`config.mk`:
```
export PLATFORM = sky130hd
export DESIGN_NAME = anim_scheduler
export DESIGN_NICKNAME = d
export VERILOG_FILES = /design/src/rtl/anim_scheduler.sv
export SDC_FILE = /design/constraint.sdc
export NUM_CORES = 1
export LEC_CHECK = 0
export ABC_AREA = 0
export CAP_MARGIN = 20
export CORE_UTILIZATION = 60
export CTS_BUF_LIST = sky130_fd_sc_hd__clkbuf_4
export DETAILED_ROUTE_END_ITERATION = 12
export DONT_BUFFER_PORTS = 1
export PLACE_DENSITY = 0.76
export SLEW_MARGIN = 20
export SYNTH_ARGS = -nofsm -noshare
export SYNTH_HDL_FRONTEND = slang
export SYNTH_SLANG_ARGS = --single-unit
```
`constraint.sdc`:
```
create_clock -name i_clk -period 1.8 [get_ports i_clk]
set_input_delay 0.54 -clock i_clk [delete_from_list [all_inputs] [get_ports i_clk]]
set_output_delay 0.54 -clock i_clk [all_outputs]
set_load 0.02 [all_outputs]
```
`src/rtl/anim_scheduler.sv`:
```
// Frame-level animation scheduler: turns each accepted end-of-frame pulse into
// per-object update strobes, one object per clock, with per-object frame dividers.
module anim_scheduler #(
    parameter int N_OBJ   = 3,
    parameter int DIV_W   = 4,
    parameter int FRAME_W = 16
) (
    input  logic                     i_clk,
    input  logic                     i_rst,
    input  logic                     i_animate,
    input  logic                     i_run,
    input  logic                     i_step,
    input  logic [N_OBJ-1:0]         i_en,
    input  logic [N_OBJ*DIV_W-1:0]   i_div,
    input  logic                     i_clr_ovr,
    output logic [N_OBJ-1:0]         o_obj_stb,
    output logic                     o_busy,
    output logic [FRAME_W-1:0]       o_frame,
    output logic                     o_overrun
);

    localparam int IDX_W = (N_OBJ > 1) ? $clog2(N_OBJ) : 1;

    typedef enum logic {
        IDLE     = 1'b0,
        DISPATCH = 1'b1
    } state_t;

    state_t               state_reg, state_next;
    logic [IDX_W-1:0]     idx_reg, idx_next;
    logic                 step_pending_reg, step_pending_next;
    logic [N_OBJ-1:0]     stb_reg, stb_next;
    logic                 busy_reg, busy_next;
    logic [FRAME_W-1:0]   frame_reg, frame_next;
    logic                 overrun_reg, overrun_next;

    logic                 accept;
    logic                 last_obj;
    logic                 dispatching;

    assign dispatching = (state_reg == DISPATCH);
    assign last_obj    = (idx_reg == IDX_W'(N_OBJ - 1));
    // A step arriving together with the animate pulse is enough to accept it.
    assign accept      = i_animate && (i_run || step_pending_reg || i_step);

    always_ff @(posedge i_clk or posedge i_rst) begin
        if (i_rst) begin
            state_reg        <= IDLE;
            idx_reg          <= '0;
            step_pending_reg <= 1'b0;
            stb_reg          <= '0;
            busy_reg         <= 1'b0;
            frame_reg        <= '0;
            overrun_reg      <= 1'b0;
        end else begin
            state_reg        <= state_next;
            idx_reg          <= idx_next;
            step_pending_reg <= step_pending_next;
            stb_reg          <= stb_next;
            busy_reg         <= busy_next;
            frame_reg        <= frame_next;
            overrun_reg      <= overrun_next;
        end
    end

    always_comb begin
        state_next        = state_reg;
        idx_next          = idx_reg;
        step_pending_next = step_pending_reg;
        busy_next         = busy_reg;
        frame_next        = frame_reg;
        case (state_reg)
            IDLE: begin
                if (accept) begin
                    state_next        = DISPATCH;
                    idx_next          = '0;
                    busy_next         = 1'b1;
                    step_pending_next = 1'b0;
                end else if (i_step && !i_run) begin
                    step_pending_next = 1'b1;
                end
            end
            DISPATCH: begin
                if (i_step && !i_run) begin
                    step_pending_next = 1'b1;
                end
                if (last_obj) begin
                    state_next = IDLE;
                    idx_next   = '0;
                    busy_next  = 1'b0;
                    frame_next = frame_reg + 1'b1;
                end else begin
                    idx_next = idx_reg + 1'b1;
                end
            end
            default: begin
                state_next = IDLE;
                idx_next   = '0;
                busy_next  = 1'b0;
            end
        endcase
    end

    // Set wins over clear when a dropped pulse and a clear coincide.
    assign overrun_next = (overrun_reg && !i_clr_ovr) || (i_animate && dispatching);

    generate
        for (genvar gi = 0; gi < N_OBJ; gi++) begin : g_obj
            logic [DIV_W-1:0] cnt_reg, cnt_next;
            logic [DIV_W-1:0] div_val;
            logic             selected;
            logic             fire;

            assign div_val  = i_div[gi*DIV_W +: DIV_W];
            assign selected = dispatching && (idx_reg == IDX_W'(gi));

            // >= lets a divider lowered below the running count fire immediately.
            always_comb begin
                cnt_next = cnt_reg;
                fire     = 1'b0;
                if (selected) begin
                    if (!i_en[gi]) begin
                        cnt_next = '0;
                    end else if (cnt_reg >= div_val) begin
                        cnt_next = '0;
                        fire     = 1'b1;
                    end else begin
                        cnt_next = cnt_reg + 1'b1;
                    end
                end
            end

            always_ff @(posedge i_clk or posedge i_rst) begin
                if (i_rst) begin
                    cnt_reg <= '0;
                end else begin
                    cnt_reg <= cnt_next;
                end
            end

            assign stb_next[gi] = fire;
        end
    endgenerate

    assign o_obj_stb = stb_reg;
    assign o_busy    = busy_reg;
    assign o_frame   = frame_reg;
    assign o_overrun = overrun_reg;

endmodule

```
==> results.sh <==
export IMPL_slew_violations=0
export IMPL_power_share_combinational=0.451
export IMPL_mostFrequentLayoutCells="sky130_fd_sc_hd__dfrtp_1, sky130_fd_sc_hd__nand2_1, sky130_fd_sc_hd__buf_4"
export IMPL_finalClockSkew_ps=14.50
export IMPL_cts_hold_buf=0
export IMPL_avgRoutedWirePerCell_um=14.51
export IMPL_gpl_final_weighted_congestion=0.8407
export IMPL_net_switching_power_w=0.001312
export IMPL_number_of_buffers_created_by_cts=5
export IMPL_min_path_type="in2async"
export IMPL_f_max_mhz=560.2
export IMPL_grt_start_max_net_pins=38
export IMPL_critical_path_max_fanout=4
export IMPL_power_internal_w=0.001928
export IMPL_final_core_util=0.7532
export IMPL_switching_share_of_total_power=0.4050
export IMPL_vias=1551
export IMPL_worst_setup_path_class="reg2reg"
export IMPL_timing_hold_ws_ps=164.4
export IMPL_cp_slowest_cell="sky130_fd_sc_hd__or4b_4"
export IMPL_slew_headroom=0.6987
export IMPL_async_flop_share=1.000
export IMPL_antennaDiodeCount=0
export IMPL_timing_critical_path_max_delay_family="simple AND/OR/NAND/NOR gates"
export IMPL_drv_cap=0
export IMPL_ys_seq_elements=37
export IMPL_drt_pass1_iter_count=4
export IMPL_io_buffer_count=0
export IMPL_groute_layer_met3_usage=0.05330
export IMPL_cp_cell_sequence="ha_2, or4b_4, a21oi_4, nor2_2, o311ai_2"
export IMPL_finalWirelength_mm=3.989
export IMPL_cts_htree_levels=2
export IMPL_synth_warning_count=0
export IMPL_route_detailed_drc=0
export IMPL_synth_net_count=239
export IMPL_initial_antenna_violation_count=0
export IMPL_final_period_utilization=0.9917
export IMPL_grt_pass1_vias=1505
export IMPL_worst_path_stages=5
export IMPL_postSynthCellCount=202
export IMPL_postRouteAntennaNets=0
export IMPL_maximum_buffer_depth_of_the_clock_tree=2
export IMPL_leakagePower_nw=1.183
export IMPL_setup_total_negative_slack_ps=0
export IMPL_unrepaired_setup_endpoints_after_global_routing="yes"
export IMPL_boundaryPins=42
export IMPL_grt_util_all_layers=0.2275
export IMPL_post_synth_instance_area_um2=2048
export IMPL_globalRouteMet2Util=0.4129
export IMPL_synth_sequential_area_ratio=0.4520
export IMPL_clkSinkCount=37
export IMPL_cellPowerDensity_nw_per_um2=1365
export IMPL_hold_viol=0
export IMPL_groute_layer_met1_usage=0.2681
export IMPL_route_detailed_vias_per_inst=5.640
export IMPL_vdd_ir_drop_worst_mv=0.9403
export IMPL_share_clk_of_total_power=0.133
export IMPL_critical_path_end_type="register"
export IMPL_synth_edf_count=0
export IMPL_grt_overflow_total=0
export IMPL_area_growth_synth_to_final_pct=15.94
export IMPL_mostFrequentLayoutCell="sky130_fd_sc_hd__dfrtp_1"
export IMPL_syn_area_per_cell_um2=10.14
export IMPL_drive_gt1_frac=0.2381
export IMPL_grt_most_used_layer="met2"
export IMPL_run_status="complete, no violations"
export IMPL_seq_power_share=0.416
export IMPL_worstPathRequired_ps=2030
export IMPL_fin_nets=267
export IMPL_critPathBufInv=0
export IMPL_die_area_um2=3651
export IMPL_cts_root_buffer="sky130_fd_sc_hd__clkbuf_4"
export IMPL_hpwlAfterDp_mm=2.961
export IMPL_die_height_um=60.43
export IMPL_finalCriticalPeriod_ps=1785
export IMPL_start_util=0.6496
export IMPL_clk_latency_ps=340
export IMPL_cts_tree="yes"
export IMPL_worst_r2r_path_depth=5
export IMPL_clkTransAtPathRegs_ps=120
export IMPL_floorplan_rows=20
export IMPL_worst_slew_pin_transition_ps=451.9
export IMPL_die_width_um=60.43
export IMPL_unique_masters_post_synth=41
export IMPL_number_of_flip_flops_in_the_largest_register=16
export IMPL_crit_path_max_incr_delay_ps=550
export IMPL_total_power_w=0.003241
export IMPL_design_core_area_um2=3153
export IMPL_timing_critical_path_from_type="register"
export IMPL_grt_pass1_wl_mm=6.189
export IMPL_drt_iter0_markers=43
export IMPL_worst_ep_arrival_time_ps=2020
export IMPL_setup_viol=0
export IMPL_synth_main_ff_cell="sky130_fd_sc_hd__dfrtp_1"
final timing paths:
check | slack [ps] | from | to
worst max-delay path | 10 | g_obj[0].cnt_reg[2] | g_obj[0].cnt_reg[2]
worst min-delay path | 160 | i_rst | o_frame[12]
worst max register to register | 10 | g_obj[0].cnt_reg[2] | g_obj[0].cnt_reg[2]
worst min register to register | 560 | step_pending_reg | step_pending_reg
max in group asynchronous | 1290 | i_rst | o_frame[1]
min in group i_clk | 290 | i_animate | step_pending_reg
cells in the mapped netlist (3+ instances only):
master | number | area (um^2)
sky130_fd_sc_hd__nor2_1 | 10 | 37.54
sky130_fd_sc_hd__ha_1 | 16 | 200.2
sky130_fd_sc_hd__inv_1 | 21 | 78.83
sky130_fd_sc_hd__and3_1 | 3 | 18.77
sky130_fd_sc_hd__nand3_1 | 10 | 50.05
sky130_fd_sc_hd__xor2_1 | 5 | 43.79
sky130_fd_sc_hd__nand4_1 | 3 | 18.77
sky130_fd_sc_hd__dfrtp_1 | 37 | 925.9
sky130_fd_sc_hd__a21oi_1 | 6 | 30.03
sky130_fd_sc_hd__o21ai_0 | 10 | 50.05
sky130_fd_sc_hd__xnor2_1 | 10 | 87.58
sky130_fd_sc_hd__o211ai_1 | 3 | 22.52
sky130_fd_sc_hd__nand2_1 | 26 | 97.59
sky130_fd_sc_hd__o21ai_1 | 4 | 20.02
sky130_fd_sc_hd__o311ai_1 | 4 | 35.03
cell type report:
type,instances,area [um^2]
timing repair buffer,22,165.2
multi-input combinational,143,1094
clock inverter,2,10.01
sequential,37,927.1
tap,44,55.05
clock buffer,6,45.04
inverter,21,78.83
fill,235,778.2
power by group through the flow:
| stage | clock [W] | sequential (W) | combinational [W] |
|---|---|---|---|
| floorplan | 0 | 0.00139 | 0.000839 |
| global placement | 0 | 0.00136 | 0.00118 |
| detailed placement | 0 | 0.00137 | 0.00126 |
| CTS | 0.000439 | 0.00136 | 0.00127 |
| global route | 0.000483 | 0.00138 | 0.00163 |
| finish | 0.000430 | 0.00135 | 0.00146 |
metal layers:
metal  part of all wire  vias up
met1               0.43      747
met2               0.52       30
li1                   -      769
met3              0.041        5
met5                  0        -
met4             0.0070        0
through the flow:
step	setup slack, ps	area (um^2)	std cells
global placement	-29.41	2235	262
floorplan	3.352	2063	202
global route	-44.69	2375	275
CTS	13.07	2290	270
finish	14.94	2375	275
detailed placement	-119.1	2235	262
cell families (layout without fill, tap and decap cells):
logic type	after synthesis	in the layout	synth area share
adders and majority gates	16	16	0.09774
xor gates and xnor gates	15	15	0.06414
AOI/OAI and AO/OA	38	38	0.1283
buffers and inverters	22	51	0.04398
DFF	37	37	0.4520
and+or+nand+nor	74	74	0.2138
repair_timing:
action / 4_1_cts / 5_1_grt
setup buffers: 0 / 5
gates resized for setup: 0 / 12
setup endpoints to repair: 0 / 7
Power figures use the tool's default switching activity.
